**src/rtl/thermal_throttle_ctrl.sv**
```systemverilog
// thermal_throttle_ctrl
//   Samples each core's temperature round-robin, smooths it with a 4-tap
//   moving average and classifies the core into a hysteretic thermal zone.
//   Drives a per-core PWM duty and zone, a zone-change pulse and a
//   cluster-wide critical flag.
//
//   Ports:
//     CLK       system clock
//     RST       synchronous reset, active-high
//     temp_in   core i temperature in [7i+6:7i], unsigned degrees C
//     duty_out  core i PWM duty in [8i+7:8i]
//     zone_out  core i zone in [2i+1:2i]
//     zone_chg  one-cycle pulse when core i's zone changes
//     crit_any  high while any core is in CRIT
//     sel_out   core index sampled on the current tick (debug)
//
//   Optional build macro: THERM_STICKY_CRIT_EN makes CRIT absorbing until RST.
//
//   Zone FSM (one instance per core, advanced only on that core's update):
//     state | meaning
//     COOL  | avg below T_WARM, duty 64
//     WARM  | avg reached T_WARM, duty 128
//     HOT   | avg reached T_HOT, duty 192
//     CRIT  | avg reached T_CRIT, duty 255
//   Up-moves jump straight to the highest zone reached; down-moves take one
//   step per update and only once avg is more than HYST below the threshold.

module thermal_throttle_ctrl #(
    parameter int NUM_CORES  = 3,
    parameter int SAMPLE_DIV = 16,
    parameter int T_WARM     = 50,
    parameter int T_HOT      = 70,
    parameter int T_CRIT     = 76,
    parameter int HYST       = 3
) (
    input  logic                   CLK,
    input  logic                   RST,
    input  logic [NUM_CORES*7-1:0] temp_in,
    output logic [NUM_CORES*8-1:0] duty_out,
    output logic [NUM_CORES*2-1:0] zone_out,
    output logic [NUM_CORES-1:0]   zone_chg,
    output logic                   crit_any,
    output logic [1:0]             sel_out
);

    localparam int               CNT_W    = $clog2(SAMPLE_DIV);
    localparam logic [CNT_W-1:0] CNT_LAST = CNT_W'(SAMPLE_DIV - 1);
    localparam logic [1:0]       SEL_LAST = 2'(NUM_CORES - 1);
    localparam logic [7:0]       THR_WARM = 8'(T_WARM);
    localparam logic [7:0]       THR_HOT  = 8'(T_HOT);
    localparam logic [7:0]       THR_CRIT = 8'(T_CRIT);
    localparam logic [7:0]       HYST_L   = 8'(HYST);

    typedef enum logic [1:0] {
        ZONE_COOL = 2'd0,
        ZONE_WARM = 2'd1,
        ZONE_HOT  = 2'd2,
        ZONE_CRIT = 2'd3
    } zone_e;

    function automatic logic [7:0] zone_thr(input zone_e z);
        case (z)
            ZONE_WARM: zone_thr = THR_WARM;
            ZONE_HOT:  zone_thr = THR_HOT;
            ZONE_CRIT: zone_thr = THR_CRIT;
            default:   zone_thr = 8'd0;
        endcase
    endfunction

    function automatic logic [7:0] zone_duty(input zone_e z);
        case (z)
            ZONE_WARM: zone_duty = 8'd128;
            ZONE_HOT:  zone_duty = 8'd192;
            ZONE_CRIT: zone_duty = 8'd255;
            default:   zone_duty = 8'd64;
        endcase
    endfunction

    function automatic zone_e zone_next(input zone_e cur, input logic [6:0] avg);
        logic [7:0] a;
        zone_e      up;
        a = {1'b0, avg};
        if (a >= THR_CRIT)      up = ZONE_CRIT;
        else if (a >= THR_HOT)  up = ZONE_HOT;
        else if (a >= THR_WARM) up = ZONE_WARM;
        else                    up = ZONE_COOL;
        zone_next = cur;
        // Down test written as avg + HYST < thr so nothing can go negative.
        if (up > cur)
            zone_next = up;
        else if (cur != ZONE_COOL && (a + HYST_L) < zone_thr(cur))
            zone_next = zone_e'(cur - 2'd1);
`ifdef THERM_STICKY_CRIT_EN
        if (cur == ZONE_CRIT)
            zone_next = ZONE_CRIT;
`endif
    endfunction

    logic [CNT_W-1:0]     cnt_q, cnt_d;
    logic [1:0]           sel_q, sel_d;
    logic [6:0]           hist_q [NUM_CORES][4];
    logic [6:0]           hist_d [NUM_CORES][4];
    logic [NUM_CORES-1:0] primed_q, primed_d;
    logic                 upd_v_q, upd_v_d;
    logic [1:0]           upd_sel_q, upd_sel_d;
    zone_e                zone_q [NUM_CORES];
    zone_e                zone_d [NUM_CORES];
    logic [7:0]           duty_q [NUM_CORES];
    logic [7:0]           duty_d [NUM_CORES];
    logic [NUM_CORES-1:0] chg_q, chg_d;
    logic                 crit_q, crit_d;

    logic                 tick;
    logic [8:0]           sum;
    logic [6:0]           avg;

    assign tick = (cnt_q == CNT_LAST);

    // Stage 1: divider, round-robin select and history capture.
    always_comb begin
        cnt_d     = tick ? '0 : cnt_q + CNT_W'(1);
        sel_d     = sel_q;
        hist_d    = hist_q;
        primed_d  = primed_q;
        upd_v_d   = 1'b0;
        upd_sel_d = upd_sel_q;
        if (tick) begin
            upd_v_d   = 1'b1;
            upd_sel_d = sel_q;
            sel_d     = (sel_q == SEL_LAST) ? 2'd0 : sel_q + 2'd1;
            for (int i = 0; i < NUM_CORES; i++) begin
                if (sel_q == 2'(i)) begin
                    if (primed_q[i]) begin
                        hist_d[i][3] = hist_q[i][2];
                        hist_d[i][2] = hist_q[i][1];
                        hist_d[i][1] = hist_q[i][0];
                        hist_d[i][0] = temp_in[7*i +: 7];
                    end else begin
                        // First sample after reset fills the window so the
                        // average starts at the real temperature, not at 0.
                        for (int k = 0; k < 4; k++)
                            hist_d[i][k] = temp_in[7*i +: 7];
                    end
                    primed_d[i] = 1'b1;
                end
            end
        end
    end

    // Stage 2: average the just-written history and advance that core's zone.
    always_comb begin
        sum = '0;
        for (int i = 0; i < NUM_CORES; i++) begin
            if (upd_sel_q == 2'(i))
                sum = {2'b00, hist_q[i][0]} + {2'b00, hist_q[i][1]}
                    + {2'b00, hist_q[i][2]} + {2'b00, hist_q[i][3]};
        end
        avg = 7'(sum >> 2);

        zone_d = zone_q;
        duty_d = duty_q;
        chg_d  = '0;
        if (upd_v_q) begin
            for (int i = 0; i < NUM_CORES; i++) begin
                if (upd_sel_q == 2'(i)) begin
                    zone_d[i] = zone_next(zone_q[i], avg);
                    duty_d[i] = zone_duty(zone_d[i]);
                    chg_d[i]  = (zone_d[i] != zone_q[i]);
                end
            end
        end

        crit_d = 1'b0;
        for (int i = 0; i < NUM_CORES; i++) begin
            if (zone_d[i] == ZONE_CRIT)
                crit_d = 1'b1;
        end
    end

    always_ff @(posedge CLK) begin
        if (RST) begin
            cnt_q     <= '0;
            sel_q     <= '0;
            primed_q  <= '0;
            upd_v_q   <= 1'b0;
            upd_sel_q <= '0;
            chg_q     <= '0;
            crit_q    <= 1'b0;
            for (int i = 0; i < NUM_CORES; i++) begin
                zone_q[i] <= ZONE_COOL;
                duty_q[i] <= 8'd64;
                for (int k = 0; k < 4; k++)
                    hist_q[i][k] <= '0;
            end
        end else begin
            cnt_q     <= cnt_d;
            sel_q     <= sel_d;
            primed_q  <= primed_d;
            upd_v_q   <= upd_v_d;
            upd_sel_q <= upd_sel_d;
            chg_q     <= chg_d;
            crit_q    <= crit_d;
            hist_q    <= hist_d;
            zone_q    <= zone_d;
            duty_q    <= duty_d;
        end
    end

    always_comb begin
        zone_out = '0;
        duty_out = '0;
        for (int i = 0; i < NUM_CORES; i++) begin
            zone_out[2*i +: 2] = zone_q[i];
            duty_out[8*i +: 8] = duty_q[i];
        end
    end

    assign zone_chg = chg_q;
    assign crit_any = crit_q;
    assign sel_out  = sel_q;

endmodule

```
**config.mk**
```make
export PLATFORM = sky130hd
export DESIGN_NAME = thermal_throttle_ctrl
export DESIGN_NICKNAME = d
export VERILOG_FILES = /design/src/rtl/thermal_throttle_ctrl.sv
export SDC_FILE = /design/constraint.sdc
export NUM_CORES = 1
export LEC_CHECK = 0
export CAP_MARGIN = 5
export CORE_ASPECT_RATIO = 0.75
export CORE_MARGIN = 1.5
export CORE_UTILIZATION = 35
export CTS_CLUSTER_DIAMETER = 120
export DETAILED_ROUTE_END_ITERATION = 10
export DONT_BUFFER_PORTS = 1
export GPL_TIMING_DRIVEN = 0
export PLACE_DENSITY = 0.47
export SKIP_LAST_GASP = 1
export SLEW_MARGIN = 20
export SYNTH_ARGS = -nofsm -noshare
export SYNTH_HDL_FRONTEND = slang
export SYNTH_SLANG_ARGS = --single-unit
```
**constraint.sdc**
```tcl
create_clock -name CLK -period 13.66 [get_ports CLK]
set_input_delay 0.683 -clock CLK [delete_from_list [all_inputs] [get_ports CLK]]
set_output_delay 0.683 -clock CLK [all_outputs]
set_load 0.01 [all_outputs]
```
==> impl_metrics.env <==
export IMPL_outcome="finished, final reports clean"
export IMPL_cts_tree="built"
export IMPL_final_nets=1045
export IMPL_overflow=0
export IMPL_grt_max_degree=17
export IMPL_rsz0062_at_grt="no"
export IMPL_yosysSeqAreaShare=0.296
export IMPL_area_growth_pct=12.7
export IMPL_critical_path_max_stage_delay_ns=0.57
export IMPL_hp_class="input pin to flop"
export IMPL_coreArea_um2=21500
export IMPL_grt_pass1_wl_mm=33.3
export IMPL_worst_pin_slew_ns=0.860
export IMPL_cp_required_ns=13.94
export IMPL_synth_nets=1026
export IMPL_grt_usage=0.185
export IMPL_cts_resized=0
export IMPL_clk_latency_ns=0.43
export IMPL_start_util=0.362
export IMPL_synth_top_area_cell="dfxtp_1"
export IMPL_crit_path_cell_trace="inv_1 > fa_1 > fa_1 > or3b_4 > fa_1 > nand2b_1 > a32oi_1 > ha_1 > xor2_1 > ha_1 > a21boi_0 > o21a_1 > o21a_1 > nor2_1 > a21boi_0 > and4_1 > or4_1 > buf_2 > mux2i_1 > a211o_1 > a22oi_1 > o41ai_2"
export IMPL_pre_cts_ws_ns=7.35
export IMPL_startpoint_type="flop"
export IMPL_numCtsBuffers=17
export IMPL_io_pins=59
export IMPL_slew_headroom=0.427
export IMPL_yosys_area_top_type_share=0.296
export IMPL_final_max_slew_viol_count=0
export IMPL_drt_iter0_drc=422
export IMPL_diodes=0
export IMPL_clock_path_buffers=2
export IMPL_fin_cells=1231
export IMPL_vias=6273
export IMPL_cts_setup_buffers=0
export IMPL_dpl_cell_count=1199
export IMPL_async_flop_share=0
export IMPL_fill_cells=2198
export IMPL_synth_distinct_cells=65
export IMPL_dieArea_um2=23100
export IMPL_clock_sinks=115
export IMPL_holdWs_ns=0.381
export IMPL_grt_pass1_vias=5912
export IMPL_io_buffers=0
export IMPL_finalCriticalPeriod_ns=6.34
export IMPL_fin_crit_sh=0.464
export IMPL_finalSetupViolCount=0
export IMPL_antenna_left=0
export IMPL_arrival_ns=6.61
export IMPL_fin_tns_setup_ns=0
export IMPL_wl_per_cell_um=16.7
export IMPL_timing_fmax_ghz=0.158
export IMPL_die_height_um=132
export IMPL_ys_warn_count=0
export IMPL_antenna_found_initial=0
export IMPL_final_hold_violation_count=0
export IMPL_synth_seq_cells=115
export IMPL_synth_edf_count=0
export IMPL_hold_buffers=0
export IMPL_drive_above_1_share=0.0647
export IMPL_cp_max_fo=6
export IMPL_slowest_stage="fa_1"
export IMPL_clk_pin_slew_ns=0.06
export IMPL_via_per_inst=5.10
export IMPL_synth_main_ff_cell="dfxtp_1"
export IMPL_crit_type="flop to flop"
export IMPL_htree_levels=4
export IMPL_die_w_um=175
export IMPL_p_per_area_nw_per_um2=95.9
export IMPL_dp_hpwl_mm=15.5
export IMPL_end_kind="flop"
export IMPL_fin_ws_ns=7.32
export IMPL_p_leak_nw=3.20
export IMPL_place_congestion=0.795
export IMPL_drv_cap=0
export IMPL_syn_area_um2=7770
export IMPL_rows=46
export IMPL_dr_pass1_iters=6
export IMPL_peakVddDrop_v=0.0000832
export IMPL_remaining_drc_errors=0
export IMPL_totalWireLength_mm=20.6
export IMPL_fin_skew_ns=0.0103
export IMPL_power_w=0.000840
export IMPL_path_common_cell="fa_1"
export IMPL_syn_mean_instance_area_um2=8.53
export IMPL_syn_inst=911
export IMPL_synth_area_leaders="dfxtp_1, a211oi_1, fa_1"
export IMPL_root_buffer="clkbuf_16"
sequential cells by signal (all words and copies together) (netlist names):
name / cells
hist_q: 84
sel_out: 2
duty_out: 9
cnt_q: 4
upd_sel_q: 2
crit_any: 1
primed_q: 3
zone_chg: 3
upd_v_q: 1
zone_out: 6
layer usage:
layer,GRT usage,vias up,wire [µm]
met5,0,-,0
met4,0.0499,0,247
met3,0.0415,17,849
met2,0.250,92,8120
met1,0.289,2987,11400
li1,-,3177,-
synth_stat cells, types with 2 or more instances:
cell type / instances
dfxtp_1: 115
a211oi_1: 113
inv_1: 103
nand2_1: 75
nor2_1: 61
a21oi_1: 54
ha_1: 50
clkbuf_1: 45
fa_1: 42
nor3_1: 38
nor2b_1: 29
mux2i_1: 16
buf_4: 15
nand2b_1: 15
o21ai_0: 13
xnor2_1: 12
nand3_1: 9
xor2_1: 7
a21boi_0: 6
and2_1: 6
o31ai_1: 6
buf_2: 5
nand3b_1: 5
a211o_1: 4
and4_1: 4
nor3b_1: 4
o22ai_1: 4
and2_0: 3
and3_1: 3
o21a_1: 3
o21ai_1: 3
or3_1: 3
a2111oi_0: 2
a211oi_4: 2
nand4_1: 2
nand4bb_1: 2
o32a_1: 2
or2_1: 2
or4_1: 2
cells by family (layout without fill, tap and decap cells):
family,after synthesis,count (layout),share of synthesized area
flip-flops,115,115,0.296
XOR/XNOR,19,19,0.0214
multiplexers,17,17,0.0221
buffers and inverters,169,201,0.0897
adder cells (fa/ha/maj),92,92,0.189
AO/OA/AOI/OAI,229,229,0.210
AND/OR/NAND/NOR,270,270,0.172
layout by cell type, fill, tap and decap left out, types with 9 or more instances in the layout:
master,instances
a21oi_1,54
fa_1,42
ha_1,50
nand2_1,75
buf_4,15
clkbuf_1,48
a211oi_1,113
dfxtp_1,115
nand3_1,9
o21ai_0,13
nand2b_1,15
xnor2_1,12
inv_1,103
clkbuf_16,17
nor2b_1,29
mux2i_1,16
nor3_1,38
nor2_1,61
layout make-up:
cell class | count | area (µm²) | area share
clock inverter | 9 | 151 | 0.0173
sequential | 115 | 2300 | 0.263
multi-input combinational | 627 | 4770 | 0.545
buffer | 66 | 310 | 0.0354
clock buffer | 23 | 478 | 0.0546
inverter | 103 | 387 | 0.0441
tap | 288 | 360 | 0.0411
where the power goes:
part	total [W]	internal (W)	switching, W	leakage [nW]
clock network	0.000483	0.000319	0.000165	0.307
registers	0.000338	0.000336	0.00000112	0.926
logic	0.0000192	0.00000501	0.0000142	1.97
total	0.000840	0.000660	0.000180	3.20
stage by stage:
step	instance area, µm²	util
after floorplan	7770	-
after global placement	8130	0.379
after detailed placement	8130	0.379
after CTS	8760	0.408
after global routing	8760	0.408
final	8760	0.408
worst paths after layout:
| path | end | slack (ns) | cells after the start | startpoint |
|---|---|---|---|---|
| worst min register to register | hist_q[24] | 0.48 | 2 | hist_q[24] |
| worst min-delay path | hist_q[50] | 0.38 | 2 | temp_in[8] |
| worst max-delay path | crit_any | 7.32 | 22 | hist_q[29] |
| worst max register to register | crit_any | 7.32 | 22 | hist_q[29] |
critical path: cells and delay by family, from the launching register on:
kind                       cells  cell delay (ns)
muxes                          1             0.13
buffers and inverters          2             0.24
AOI/OAI and AO/OA              8             1.73
DFF                            1             0.31
xor gates and xnor gates       1             0.37
and+or+nand+nor                5             1.43
adders and majority gates      5             1.97
Power figures use the tool's default switching activity.
